### src/rtl/mult_seq_w_if.sv
// mult_seq_w_if: start/done handshake, operands and product halves of the sequential multiplier
interface mult_seq_w_if #(parameter int WIDTH = 32);
   logic start, is_signed, busy, done;
   logic [WIDTH-1:0] a, b, hi, lo;
   modport master (output start, is_signed, a, b, input busy, done, hi, lo);
   modport slave (input start, is_signed, a, b, output busy, done, hi, lo);
endinterface

### src/rtl/mult_seq_w.sv
// mult_seq_w: shift-add multiplier, one adder reused over WIDTH cycles, signed/unsigned per operation
module mult_seq_w #(parameter int WIDTH = 32) (
   input logic clk,
   input logic rst,
   mult_seq_w_if.slave bus
);
   localparam int CW = $clog2(WIDTH + 1);
   typedef enum logic [1:0] {IDLE, CALC, FIX} state_t;
   state_t state;
   logic [WIDTH-1:0] mcnd, mplr, mag_a, mag_b;
   logic [WIDTH:0] acc, sum;
   logic [CW-1:0] cnt;
   logic neg;
   logic [2*WIDTH-1:0] prod, prod_s;
   // operate on magnitudes so -2^(W-1) needs no extra bit; sign is restored in FIX
   always_comb begin
      mag_a = (bus.is_signed && bus.a[WIDTH-1]) ? -bus.a : bus.a;
      mag_b = (bus.is_signed && bus.b[WIDTH-1]) ? -bus.b : bus.b;
      sum = acc + {1'b0, mcnd & {WIDTH{mplr[0]}}};
      prod = {acc[WIDTH-1:0], mplr};
      prod_s = neg ? -prod : prod;
   end
   always_ff @(posedge clk or posedge rst) begin
      if (rst) begin
         state <= IDLE;
         mcnd <= '0;
         mplr <= '0;
         acc <= '0;
         cnt <= '0;
         neg <= 1'b0;
         bus.busy <= 1'b0;
         bus.done <= 1'b0;
         bus.hi <= '0;
         bus.lo <= '0;
      end else begin
         bus.done <= 1'b0;
         case (state)
            IDLE: if (bus.start) begin
               mcnd <= mag_a;
               mplr <= mag_b;
               neg <= bus.is_signed & (bus.a[WIDTH-1] ^ bus.b[WIDTH-1]);
               acc <= '0;
               cnt <= '0;
               bus.busy <= 1'b1;
               state <= CALC;
            end
            CALC: begin
               acc <= {1'b0, sum[WIDTH:1]};
               mplr <= {sum[0], mplr[WIDTH-1:1]};
               cnt <= cnt + 1'b1;
               state <= (cnt == CW'(WIDTH - 1)) ? FIX : CALC;
            end
            FIX: begin
               bus.hi <= prod_s[2*WIDTH-1:WIDTH];
               bus.lo <= prod_s[WIDTH-1:0];
               bus.done <= 1'b1;
               bus.busy <= 1'b0;
               state <= IDLE;
            end
            default: state <= IDLE;
         endcase
      end
   end
endmodule

### src/flat_wrapper.sv
// flat-port wrapper written by rule: the top's interface ports become plain ports
module mult_seq_w_flat 
#(parameter int WIDTH = 32)
  (clk, rst, bus_start, bus_is_signed, bus_a, bus_b, bus_busy, bus_done, bus_hi, bus_lo);
  mult_seq_w_if #(.WIDTH(WIDTH)) bus_i ();
  input logic clk;
  input logic rst;
  input wire logic [$bits(bus_i.start)-1:0] bus_start;
  input wire logic [$bits(bus_i.is_signed)-1:0] bus_is_signed;
  input wire logic [$bits(bus_i.a)-1:0] bus_a;
  input wire logic [$bits(bus_i.b)-1:0] bus_b;
  output wire logic [$bits(bus_i.busy)-1:0] bus_busy;
  output wire logic [$bits(bus_i.done)-1:0] bus_done;
  output wire logic [$bits(bus_i.hi)-1:0] bus_hi;
  output wire logic [$bits(bus_i.lo)-1:0] bus_lo;
  assign bus_i.start = bus_start;
  assign bus_i.is_signed = bus_is_signed;
  assign bus_i.a = bus_a;
  assign bus_i.b = bus_b;
  assign bus_busy = bus_i.busy;
  assign bus_done = bus_i.done;
  assign bus_hi = bus_i.hi;
  assign bus_lo = bus_i.lo;
  mult_seq_w #(.WIDTH(WIDTH)) u_core (.clk(clk), .rst(rst), .bus(bus_i));
endmodule
### config.mk
export PLATFORM = sky130hd
export DESIGN_NAME = mult_seq_w_flat
export DESIGN_NICKNAME = d
export VERILOG_FILES = /design/src/rtl/mult_seq_w_if.sv /design/src/rtl/mult_seq_w.sv /design/src/flat_wrapper.sv
export SDC_FILE = /design/constraint.sdc
export NUM_CORES = 1
export LEC_CHECK = 0
export ABC_AREA = 0
export CORE_MARGIN = 4
export CORE_UTILIZATION = 40
export CTS_CLUSTER_SIZE = 24
export DETAILED_ROUTE_END_ITERATION = 6
export SETUP_SLACK_MARGIN = 0.4
export SYNTH_ARGS = -nofsm -noshare
export SYNTH_HDL_FRONTEND = slang
export SYNTH_SLANG_ARGS = --single-unit
### constraint.sdc
create_clock -name clk -period 6.04 [get_ports clk]
set_input_delay 1.812 -clock clk [delete_from_list [all_inputs] [get_ports clk]]
set_output_delay 1.812 -clock clk [all_outputs]
set_load 0.02 [all_outputs]
==> impl_metrics.toml <==
[run_status]
status = "finished, final reports clean"

[global_routing]
grt-ovfl-total = 0
antenna_found_initial = 0
grt_pass1_vias = 8543
grt_pass1_wl_microns = 44900
grt_max_degree = 117
grt_use_total_pct = 19.0

[setup_path]
ff2ff_path_depth = 12
worst-r2r-setup-slack_ns = 1.82
end_kind = "register"
r2r_start = "u_core.mplr[0]$_DFFE_PP0P_"
r2r_end = "u_core.acc[30]$_DFFE_PP0P_"
cp.required_ns = 6.32
worst_setup_path_start_kind = "primary input"
arrival_ns = 4.51
crit_path_max_fanout = 5
crit_type = "primary input to register"
crit_start = "bus_a[10]"

[synthesis]
synth_ff_type = "dfrtp_1"
async_flop_share_pct = 100
ys_types = 58
syn_area_sq_mm = 0.0106
avgSynthCellArea_sq_um = 8.56
synth-seq-cells = 171
synth.most_common_cell = "o21ai_0"
synth_top_area_cell = "dfrtp_1"
yosys-top-cells-area = "dfrtp_1, o21ai_0, xor2_1"
syn_inst = 1244
synth_fp_nets = 1349
synth_enable_flop_cells = 0
synth_top_area_share_pct = 40.2
synthTopCellsByCount = "o21ai_0, nand2_1, dfrtp_1"
ys_seq_area_share_pct = 40.2
yosysWarnings = 0

[routing]
wl_microns = 27800
vias_per_cell = 5.39
vias = 9082
ant_nets = 0
drtIter0Drc = 558
avgRoutedWirePerCell_microns = 16.5
dr.pass1.iters = 6
drcViolationCount = 0

[die]
design.core.area_sq_mm = 0.0261
dieArea_sq_mm = 0.0293
ios = 134
dieWidth_microns = 171
placementRows = 59
start_util_pct = 40.7
die_h_microns = 171

[timing]
grt_setup_unrepaired = "no"
finClkSkew_ns = 0.0144
fin_setup_tns_ns = 0
post-route-period-util_pct = 69.9
drv_slew = 0
min_period_ns = 4.22
final-setup-viol-count = 0
fmax_mhz = 237
hold_violations = 0
max-slew-margin-rel_pct = 30.4
tightestPinTransition_ns = 1.04

[min_path]
hold_class = "register to register"
hold_depth = 2
holdPathEnd = "u_core.mcnd[20]$_DFFE_PP0P_"
min_from = "u_core.mcnd[20]$_DFFE_PP0P_"

[clock_network]
clkTransAtPathRegs_ns = 0.08
cts_buffers = 17
cts_setup_buffers = 0
ctsResizeCount = 0
cts_tree = "built"
cts-root-buf = "clkbuf_16"
hold_buffers = 0
clock_path_buffers = 2
htreeDepth = 4
cts.sinks = 171
clock_latency_ns = 0.44

[finish]
fin_util_pct = 49.1
syn2layout_area_growth_pct = 20.6
nets = 1442
fin_area_sq_mm = 0.0128
final_layout_size_suffix_gt1_share_pct = 4.22
insertedDiodeCount = 0

[placement]
gp_congestion = 0.885
place_area_sq_mm = 0.0122
dp_hpwl_microns = 21200
portBuffers = 133

[pwr]
p_leak_nw = 5.29
cellPowerDensity_mw_per_mm2 = 452
power.total_mw = 5.80
irDropWorstVdd_mv = 0.174

[flow_run]
cap_violations = 0
layer usage:
metal | track usage (%) | wire length [microns]
met1 | 29.7 | 14200
met2 | 27.3 | 11700
met3 | 3.00 | 1450
met4 | 5.03 | 423
met5 | 0 | 0
area by class of cell:
type / instances / area, sq um
fill: 2545 / 13300
multi-input combinational: 983 / 6050
sequential: 171 / 4280
timing repair buffer: 140 / 1400
clock buffer: 17 / 425
tap: 335 / 419
clock inverter: 15 / 175
inverter: 24 / 93.8
cells by family (layout without fill, tap and decap cells):
group	count (synthesis)	count (layout)	synth area share [%]
XOR/XNOR	149	149	12.3
buffers and inverters	90	196	3.26
multiplexers	2	2	0.188
AND/OR/NAND/NOR	400	400	17.8
adder cells (fa/ha/maj)	37	37	4.42
flip-flops	171	171	40.2
AO/OA/AOI/OAI	395	395	21.9
report_power, final:
part | internal [mW] | total, mW | switching (mW) | leakage (nW)
Sequential | 1.54 | 2.15 | 0.607 | 2.19
Clock | 0.594 | 1.12 | 0.526 | 0.290
Combinational | 1.14 | 2.54 | 1.40 | 2.81
Total | 3.27 | 5.80 | 2.53 | 5.29
cell usage in the layout, fill, tap and decap left out, drive strengths merged, types with 5 or more instances in the layout:
cell           Yosys  layout
a21o              18      18
nor2b              6       6
o21bai             5       5
nor4              10      10
nand3             16      16
a31oi              7       7
or3               11      11
nand4              8       8
xor2              94      94
nand2b             9       9
a22oi             23      23
buf                5       7
ha                36      36
clkdlybuf4s50      0     133
dfrtp            171     171
nor2              51      51
o31ai             29      29
clkbuf            61      17
xnor2             55      55
a21oi             58      58
nor3              19      19
and2              37      37
o21ai            206     206
nand2            200     200
o41ai             11      11
inv               24      31
or4               17      17
o22ai             14      14
worst max-delay path, cell delays in order:
cell and delay, ns:
clkdlybuf4s50_1 0.45, or4_1 0.59, nor4_1 0.27, nand2b_1 0.11, nor2_1 0.24, nand3_1 0.23, nor4_1 0.44, a21oi_1 0.15
xnor2_1 0.14, o21ai_0 0.08
sequential cells by signal (all words and copies together) (netlist names):
register / cells
u_core.mplr: 32
u_core.acc: 32
u_core.state: 2
u_core.bus.done: 1
u_core.neg: 1
u_core.bus.lo: 32
u_core.bus.busy: 1
u_core.cnt: 6
u_core.bus.hi: 32
u_core.mcnd: 32
how the worst max path moves through the flow:
stage | slack [ns] | end | depth (start not counted)
2_1_floorplan | 2.05 | u_core.acc[0]$_DFFE_PP0P_ | 1
3_3_place_gp | 1.41 | u_core.mcnd[30]$_DFFE_PP0P_ | 10
3_5_place_dp | 1.34 | u_core.mcnd[30]$_DFFE_PP0P_ | 10
4_1_cts | 1.80 | u_core.acc[30]$_DFFE_PP0P_ | 12
5_1_grt | 1.39 | u_core.acc[30]$_DFFE_PP0P_ | 12
6_report | 1.82 | u_core.mcnd[30]$_DFFE_PP0P_ | 10
metrics by stage:
step,setup slack [ns],hold WS (ns),std cells
finish,1.82,0.475,1685
global route,1.39,0.504,1685
detailed placement,1.34,0.463,1653
CTS,1.80,0.481,1685
floorplan,2.05,0.442,1244
global placement,1.41,0.454,1653
Power figures use the tool's default switching activity.
